<file path="src/rtl/pipe_hazard_ctrl_pkg.sv">
// Shared encodings for the pipeline hazard controller: FSM states and the
// "no register" source/destination marker.
package pipe_hazard_ctrl_pkg;

    // $zero can never create a true dependency, so it doubles as "unused".
    localparam logic [4:0] RNONE = 5'd0;

    typedef enum logic [1:0] {
        ST_RUN    = 2'd0,
        ST_MDWAIT = 2'd1,
        ST_HALT   = 2'd2
    } hz_state_e;

endpackage

</file>
<file path="src/rtl/pipe_hazard_ctrl_hz_sat_cnt.sv">
// Saturating event counter used for the stall and flush performance counters.
module hz_sat_cnt #(
    parameter int W = 32
) (
    input  logic         clk,
    input  logic         rst,
    input  logic         inc,
    output logic [W-1:0] cnt
);

    logic [W-1:0] cnt_q;
    logic [W-1:0] cnt_d;

    always_comb begin
        cnt_d = cnt_q;
        if (inc && (cnt_q != {W{1'b1}})) begin
            cnt_d = cnt_q + 1'b1;
        end
    end

    always_ff @(posedge clk or posedge rst) begin
        if (rst) begin
            cnt_q <= '0;
        end else begin
            cnt_q <= cnt_d;
        end
    end

    assign cnt = cnt_q;

endmodule

</file>
<file path="src/rtl/pipe_hazard_ctrl.sv">
// Pipeline control for the 5-stage core: load-use, mispredict, exception and
// mul/div sequencing, producing stall/bubble strobes plus perf counters.
module pipe_hazard_ctrl
    import pipe_hazard_ctrl_pkg::*;
#(
    parameter int MD_LAT = 4,
    parameter int CNT_W  = 32
) (
    input  logic             clk,
    input  logic             rst,
    input  logic [4:0]       d_srcA,
    input  logic [4:0]       d_srcB,
    input  logic [4:0]       E_dstM,
    input  logic             E_isload,
    input  logic             E_ismd,
    input  logic             e_bmiss,
    input  logic             m_exc,
    input  logic             W_halt,
    output logic             F_stall,
    output logic             D_stall,
    output logic             D_bubble,
    output logic             E_stall,
    output logic             E_bubble,
    output logic             M_bubble,
    output logic             W_stall,
    output logic             md_go,
    output logic             md_abort,
    output logic             busy,
    output logic             halted,
    output logic [CNT_W-1:0] stall_cnt,
    output logic [CNT_W-1:0] flush_cnt
);

    hz_state_e  state_q, state_d;
    logic [3:0] md_cnt_q, md_cnt_d;
    // Set for the single RUN cycle after a mul/div completes, so the same
    // instruction still sitting in E is not issued a second time.
    logic       md_done_q, md_done_d;

    logic f_stall_c, d_stall_c, d_bubble_c, e_stall_c, e_bubble_c;
    logic m_bubble_c, w_stall_c, md_go_c, md_abort_c, flush_inc;
    logic load_use, exc;

    assign load_use = E_isload && (E_dstM != RNONE) &&
                      ((E_dstM == d_srcA) || (E_dstM == d_srcB));
    assign exc      = m_exc || W_halt;

    always_comb begin
        state_d    = state_q;
        md_cnt_d   = md_cnt_q;
        md_done_d  = 1'b0;
        f_stall_c  = 1'b0;
        d_stall_c  = 1'b0;
        d_bubble_c = 1'b0;
        e_stall_c  = 1'b0;
        e_bubble_c = 1'b0;
        m_bubble_c = 1'b0;
        w_stall_c  = 1'b0;
        md_go_c    = 1'b0;
        md_abort_c = 1'b0;
        flush_inc  = 1'b0;

        if (state_q == ST_HALT) begin
            f_stall_c  = 1'b1;
            d_stall_c  = 1'b1;
            e_stall_c  = 1'b1;
            m_bubble_c = 1'b1;
            w_stall_c  = 1'b1;
        end else if (exc) begin
            f_stall_c  = 1'b1;
            d_stall_c  = 1'b1;
            m_bubble_c = 1'b1;
            w_stall_c  = 1'b1;
            md_abort_c = (state_q == ST_MDWAIT);
            md_cnt_d   = 4'd0;
            state_d    = ST_HALT;
        end else if (state_q == ST_MDWAIT) begin
            f_stall_c  = 1'b1;
            d_stall_c  = 1'b1;
            e_stall_c  = 1'b1;
            m_bubble_c = 1'b1;
            if (md_cnt_q == 4'd1) begin
                state_d   = ST_RUN;
                md_cnt_d  = 4'd0;
                md_done_d = 1'b1;
            end else begin
                md_cnt_d = md_cnt_q - 4'd1;
            end
        end else if (e_bmiss) begin
            d_bubble_c = 1'b1;
            e_bubble_c = 1'b1;
            flush_inc  = 1'b1;
        end else if (load_use) begin
            f_stall_c  = 1'b1;
            d_stall_c  = 1'b1;
            e_bubble_c = 1'b1;
        end else if (E_ismd && !md_done_q) begin
            md_go_c    = 1'b1;
            f_stall_c  = 1'b1;
            d_stall_c  = 1'b1;
            e_stall_c  = 1'b1;
            m_bubble_c = 1'b1;
            md_cnt_d   = 4'(MD_LAT - 1);
            state_d    = ST_MDWAIT;
        end
    end

    always_ff @(posedge clk or posedge rst) begin
        if (rst) begin
            state_q   <= ST_RUN;
            md_cnt_q  <= 4'd0;
            md_done_q <= 1'b0;
        end else begin
            state_q   <= state_d;
            md_cnt_q  <= md_cnt_d;
            md_done_q <= md_done_d;
        end
    end

    // Outputs are forced low for the whole reset window, not just after the edge.
    assign F_stall  = f_stall_c  & ~rst;
    assign D_stall  = d_stall_c  & ~rst;
    assign D_bubble = d_bubble_c & ~rst;
    assign E_stall  = e_stall_c  & ~rst;
    assign E_bubble = e_bubble_c & ~rst;
    assign M_bubble = m_bubble_c & ~rst;
    assign W_stall  = w_stall_c  & ~rst;
    assign md_go    = md_go_c    & ~rst;
    assign md_abort = md_abort_c & ~rst;
    assign busy     = (state_q == ST_MDWAIT) & ~rst;
    assign halted   = (state_q == ST_HALT) & ~rst;

    hz_sat_cnt #(.W(CNT_W)) u_stall_cnt (
        .clk (clk),
        .rst (rst),
        .inc (F_stall),
        .cnt (stall_cnt)
    );

    hz_sat_cnt #(.W(CNT_W)) u_flush_cnt (
        .clk (clk),
        .rst (rst),
        .inc (flush_inc & ~rst),
        .cnt (flush_cnt)
    );

endmodule

</file>
<file path="config.mk">
export PLATFORM = sky130hd
export DESIGN_NAME = pipe_hazard_ctrl
export DESIGN_NICKNAME = d
export VERILOG_FILES = /design/src/rtl/pipe_hazard_ctrl_pkg.sv /design/src/rtl/pipe_hazard_ctrl_hz_sat_cnt.sv /design/src/rtl/pipe_hazard_ctrl.sv
export SDC_FILE = /design/constraint.sdc
export NUM_CORES = 1
export LEC_CHECK = 0
export CAP_MARGIN = 10
export CORE_AREA = 2 2 96 98
export DETAILED_ROUTE_END_ITERATION = 10
export DIE_AREA = 0 0 98 100
export PLACE_DENSITY = 0.8
export SETUP_SLACK_MARGIN = 0.02
export SLEW_MARGIN = 20
export SYNTH_ARGS = -nofsm -noshare
export SYNTH_HDL_FRONTEND = slang
export SYNTH_SLANG_ARGS = --single-unit
</file>
<file path="constraint.sdc">
create_clock -name clk -period 4.15 [get_ports clk]
set_input_delay 0.83 -clock clk [delete_from_list [all_inputs] [get_ports clk]]
set_output_delay 0.83 -clock clk [all_outputs]
set_load 0.01 [all_outputs]
</file>
# After elaboration in Yosys (flattened, before gate mapping)

Cells that the tools add are included.

Bits in registers: 71
Output and inout bits: 75

Equality and inequality tests: 10
Add/sub/neg operators: 3
Mux-type cells: 45
Bitwise logic cells: 12
Reduce and logical (&&, ||, !) cells: 12

Operators by type and width:

| cell                  | number |
|---|---|
| $add 32x1->32 const B | 2 |
| $ne 32x32->1 const B  | 2 |
| $mux 1                | 33 |
| $mux 4                | 6 |
| $mux 2                | 6 |
| $and 1x1->1           | 10 |
| $eq 5x5->1            | 2 |
| $ne 3x1->1 const B    | 2 |
| $logic_and 1x1->1     | 5 |
| $reduce_and 5->1      | 1 |
| $reduce_bool 5->1     | 1 |
| $eq 4x1->1 const B    | 1 |
| $reduce_and 4->1      | 1 |
| $sub 4x1->4 const B   | 1 |
| $ne 3x3->1 const B    | 1 |
| $reduce_bool 3->1     | 1 |
| $eq 2x1->1 const B    | 1 |
| $eq 2x2->1 const B    | 1 |
| $logic_or 1x1->1      | 2 |
| $not 1->1             | 2 |
| $logic_not 1->1       | 1 |

# Longest topological paths before layout

Gate-level depths: netlist of run 1.

Depth in word-level cells: 10
Gate-level depth with buffers: 9

# Modules after synthesis

Synthesis of run 1 repeated with hierarchy kept, for this count alone.

Cell total of the unflattened synthesis: 368
Area total of the unflattened synthesis: 3848.7 µm²

By module, submodules not included:

| module           | instances | area each (µm²) | sequential area each (µm²) | cells each |
|---|---|---|---|---|
| hz_sat_cnt       | 2         | 1561.5          | 800.8                      | 139 |
| pipe_hazard_ctrl | 1         | 725.7           | 175.2                      | 90 |

# Worst setup path after synthesis of run 1

No wires, ideal clock.

Kind: input -> register
Start point: in rst
End point: reg u_flush_cnt.cnt_q[30], in the netlist u_flush_cnt.cnt[30]
Required time: 4071 ps
Arrival: 3692 ps
Setup slack: 379 ps
Library setup time: 79 ps
Stages: 8
Buffers on the path: 1
Cell sequence: inv_1 and4_1 buf_2 nand2_1 nor3b_2 nand3_1 nor2_1 xor2_1

Word-level cells in the longest chain between the ends: 3

Ends and longest elaborated chain:

| element                | line                              | source |
|---|---|---|
| start: declaration     | pipe_hazard_ctrl.sv:10            | `input logic rst,` |
| $not 1->1              | -                                 |  |
| $and 1x1->1            | -                                 |  |
| net D_bubble           | pipe_hazard_ctrl.sv:21            | `output logic D_bubble,` |
| $logic_and 1x1->1      | pipe_hazard_ctrl_hz_sat_cnt.sv:16 | `if (inc && (cnt_q != {W{1'b1}})) begin` |
| end signal: assignment | pipe_hazard_ctrl_hz_sat_cnt.sv:25 | `cnt_q <= cnt_d;` |
| end: declaration       | pipe_hazard_ctrl_hz_sat_cnt.sv:11 | `logic [W-1:0] cnt_q;` |

The timed path passes the listed nets, and every way through them passes these cells.
A chain may end at the register's enable or synchronous reset.

# Worst setup path after layout of run 1

Start point: in E_dstM[1]
End point: out E_stall

Word-level cells in the longest chain between the ends: 9
Elaborated cells between the ends (all ways): 12

Ends and longest elaborated chain:

| element                                               | line                                           | source |
|---|---|---|
| start: declaration                                    | pipe_hazard_ctrl.sv:13                         | `input logic [4:0] E_dstM,` |
| $eq 5x5->1 or $reduce_bool 5->1 (tied branches)       | pipe_hazard_ctrl.sv:45, pipe_hazard_ctrl.sv:44 |  |
| $logic_or 1x1->1 or $logic_and 1x1->1 (tied branches) | pipe_hazard_ctrl.sv:45, pipe_hazard_ctrl.sv:44 |  |
| $logic_and 1x1->1 (*)                                 | pipe_hazard_ctrl.sv:44                         | `assign load_use = E_isload && (E_dstM != RNONE) &&` |
| $mux 1 (*)                                            | pipe_hazard_ctrl.sv:93                         | `end else if (load_use) begin` |
| $mux 1 (*)                                            | pipe_hazard_ctrl.sv:89                         | `end else if (e_bmiss) begin` |
| $mux 1 (*)                                            | pipe_hazard_ctrl.sv:77                         | `end else if (state_q == ST_MDWAIT) begin` |
| $mux 1 (*)                                            | pipe_hazard_ctrl.sv:69                         | `end else if (exc) begin` |
| $mux 1 (*)                                            | pipe_hazard_ctrl.sv:63                         | `if (state_q == ST_HALT) begin` |
| $and 1x1->1 (*)                                       | pipe_hazard_ctrl.sv:124                        | `assign E_stall = e_stall_c & ~rst;` |
| end: declaration                                      | pipe_hazard_ctrl.sv:22                         | `output logic E_stall,` |

Every way passes the cells marked *; elsewhere a longest branch is shown, timed or not.

==> summary.txt, run 1 <==
STA
  – F_max: between 200 and 300 MHz
  – Fin crit share: 0.937
  – Pins Over Slew Limit: 0
  – Clock Skew: 10.5 ps
  – Rel. slew slack: 0.384
  – Setup TNS: 0 ps
  – Slew of the pin with the lowest slew margin: ~920 ps
  – Final setup viols: 0
  – Min Tclk post-route: roughly 3900 ps
  – Unrepaired setup endpoints after global routing: no
  – Final Hold Fails: 0

Die
  – Die Wd: ~100 um
  – FP Rows: 35
  – Initial core utilization: 0.408
  – Die area: 0.00980 sq mm
  – I/O pin count: 97
  – Core area: between 0.008 and 0.009 sq mm
  – Die Span Y: ~100 um

CTS
  – Postcts setup bufs: 0
  – Post-CTS Hold Buffers: 0
  – H-tree Lvls: 3
  – Clk sink count: 71
  – CTS Buffer Depth: 2
  – CTS tree: done
  – Root Driver: clkbuf_8
  – Clk_lat worst skew: about 340 ps
  – Clk slew on worst S/H paths: 70 ps
  – Post-CTS Resized: 0
  – Num CTS Buffers: 9

Logic synthesis
  – Netlist Area Pre-Place: 0.00363 sq mm
  – Synth Warn #: 0
  – Async SR Flop Fraction: 1.00
  – Syn Inst Count: approximately 370
  – Post-synth cell types: 40
  – Flops & latches, synth: roughly 70
  – Syn nets: roughly 390
  – Post-synth EDFFs: 0
  – Mean Syn Cell Area: 9.88 sq um
  – Post-synthesis sequential area ratio: 0.490
  – Primary FF master, synth: dfrtp_1

Setup path
  – Reg-to-Reg Start: state_q[1]
  – Critical Path Sink Type: output port
  – R2R Path End: u_flush_cnt.cnt[30]
  – Crit path cell chain: clkdlybuf4s50_1 -> or4_1 -> o21ai_1 -> o21ai_1 -> a221oi_1 -> clkdlybuf4s50_1
  – Signal arrival time at the worst endpoint: 3060 ps
  – CP startpoint kind: input port
  – Kind of critical path: in -> out
  – Internal reg-to-reg setup slack: 1670 ps
  – Crit-path max FO: 4
  – WP data required: approximately 3300 ps
  – Worst r2r path cells: 7
  – Slowest cell delay on critical path: 590 ps
  – Slowest stage cell on the critical path: clkdlybuf4s50_1

Final layout
  – Area of the multi-input gates: about 0.0018 sq mm
  – Filler instances: between 700 and 800
  – Fin cells: 586
  – # nets final: 496
  – Area grow syn2layout: 36.7%
  – Reg area: about 0.0018 sq mm
  – Util after Layout: 0.558
  – Antenna Diode Count: 0
  – Layout cell share with drive strength beyond 1: 0.0695

Detailed routing
  – Routed len/inst: approximately 14 um
  – Initial DRC count: 78
  – DR vias: between 3k and 4k
  – Wirelength, routed: about 8400 um
  – DRT Pass-1 Iters: 4
  – Vias/cell: just over 5
  – Final ANT Viol Nets: 0
  – Residual DRC: 0

GRT
  – Vias in the first global route: between 2k and 3k
  – Total track usage: 0.182
  – Initial antenna violation count: 0
  – Largest net degree at the start of global routing: 72
  – First-pass GRT wire length: 14,500 um
  – Overflow after GRT: 0

Placement
  – GP Congestion: roughly 0.83
  – Placed wire-length estimate: approximately 6100 um
  – IO buf count: 96
  – Inst Count DP: 570

Power
  – Clock share of power: 0.400
  – Pleak: ~2.2 nW
  – Logic pwr share: 0.142
  – Internal: ~1.3 mW
  – Net Sw Frac: 0.247
  – Worst VDD drop: around 0.30 mV
  – Psw: approximately 420 uW
  – Power per cell area: 342 mW/mm^2
  – Flop pwr share: 0.457

Outcome
  – Outcome: complete, no violations

Worst hold path
  – Hold WC Path Type: reg -> reg
  – Hold path depth: 1
  – Hold Path End: u_flush_cnt.cnt[7]
  – Hold path start: u_flush_cnt.cnt[7]

Job
  – Max-cap violations: 0
cell families after synthesis:
logic type,count (synthesis),synth area share
compound gates,26,0.0431
fa+ha+maj,4,0.0138
simple gates,173,0.246
mux,2,0.00621
flops,71,0.490
buf+inv,18,0.0245
xor+xnor,73,0.176
cell type report:
type	instances	share of cell area
clock buffers	11	0.0285
clock inverters	5	0.0209
inverters	8	0.00606
multi-input cells	278	0.355
flip-flops and latches	71	0.358
well taps	111	0.0280
repair buffers	102	0.203
cell usage in the layout, fill, tap and decap left out, drive strengths merged:
master / n
a221oi: 1
and3: 21
clkinv: 1
nor2b: 2
o22ai: 1
clkbuf: 11
o31ai: 1
o21ai: 9
dfrtp: 71
inv: 9
or2: 1
nor3: 12
buf: 6
a21oi: 10
nand2b: 1
mux2: 2
nand2: 45
xnor2: 45
or4: 2
and4: 6
nand4: 15
a22oi: 1
nor4: 2
o211ai: 2
xor2: 28
ha: 4
bufinv: 3
a31oi: 1
nand3: 23
nor3b: 3
and2: 5
or3: 3
nor2: 32
clkdlybuf4s50: 96
state kept, by name (all words and copies together), names as in the netlist:
name             cells
md_cnt_q             4
md_done_q            1
state_q              2
u_flush_cnt.cnt     32
u_stall_cnt.cnt     32
routing by layer:
layer | track usage | wire length (um)
met3 | 0.0383 | 364
met1 | 0.227 | 3640
met5 | 0 | 0
met2 | 0.314 | 4280
met4 | 0.0630 | 149
worst max-delay path: cells and delay by family:
kind | cells | cell delay (ps)
AND/OR/NAND/NOR | 1 | 540
buffers and inverters | 2 | 1060
AO/OA/AOI/OAI | 3 | 620
how the worst max path moves through the flow:
stage / to / slack (ps) / start / depth (start not counted)
after floorplan: u_flush_cnt.cnt[30] / 380 / rst / 8
after global placement: E_stall / 260 / E_dstM[1] / 6
after detailed placement: E_stall / 230 / E_dstM[2] / 6
after CTS: E_stall / 240 / E_dstM[2] / 6
after global routing: E_stall / 150 / E_dstM[2] / 6
final: E_stall / 260 / E_dstM[1] / 6
power by group through the flow:
stage / Sequential [mW] / Combinational (mW) / Clock (mW)
2_1_floorplan: 0.796 / 0.106 / 0
3_3_place_gp: 0.787 / 0.237 / 0
3_5_place_dp: 0.789 / 0.244 / 0
4_1_cts: 0.777 / 0.246 / 0.697
5_1_grt: 0.787 / 0.267 / 0.731
6_report: 0.776 / 0.242 / 0.679
Yosys cell counts, types with 2 or more instances:
master     n  area share
dfrtp_1   71        0.49
and3_1    20       0.034
nand2_1   45       0.047
nor4_1     2      0.0034
o21ai_1    2      0.0028
inv_1      8      0.0083
and4_1     6       0.014
or4_1      2      0.0041
nor3_1    11       0.015
nor2_1    32       0.033
buf_6      2      0.0062
o211ai_1   2      0.0041
nand3_1   23       0.032
nand4_2    2      0.0069
xnor2_1   45        0.11
xor2_1    28       0.068
nor2b_1    2      0.0034
mux2_2     2      0.0062
nand4_1   13       0.022
clkbuf_1   5      0.0052
buf_2      2      0.0028
o21ai_0    7      0.0097
and2_1     4      0.0069
or3_1      3      0.0052
nor3b_1    2      0.0041
ha_1       4       0.014
a21oi_1    9       0.012
metrics by stage:
step / hold slack [ps] / power [mW] / worst slack, ps / area (sq um)
2_1_floorplan: 510 / 0.902 / 379 / 3630
3_3_place_gp: 472 / 1.02 / 259 / 4710
3_5_place_dp: 478 / 1.03 / 235 / 4710
4_1_cts: 491 / 1.72 / 237 / 4960
5_1_grt: 512 / 1.79 / 146 / 4960
6_report: 486 / 1.70 / 261 / 4960
(Power assumes the default switching activity.)
==> run 2: changes to the inputs <==
--- a/config.mk
+++ b/config.mk
@@ -11,7 +11,6 @@
 export DIE_AREA = 0 0 98 100
 export PLACE_DENSITY = 0.8
 export SETUP_SLACK_MARGIN = 0.02
-export SLEW_MARGIN = 20
 export SYNTH_ARGS = -nofsm -noshare
 export SYNTH_HDL_FRONTEND = slang
 export SYNTH_SLANG_ARGS = --single-unit
==> results of run 2 <==
No change in the layout: final DEF, timing and power equal those of run 1.
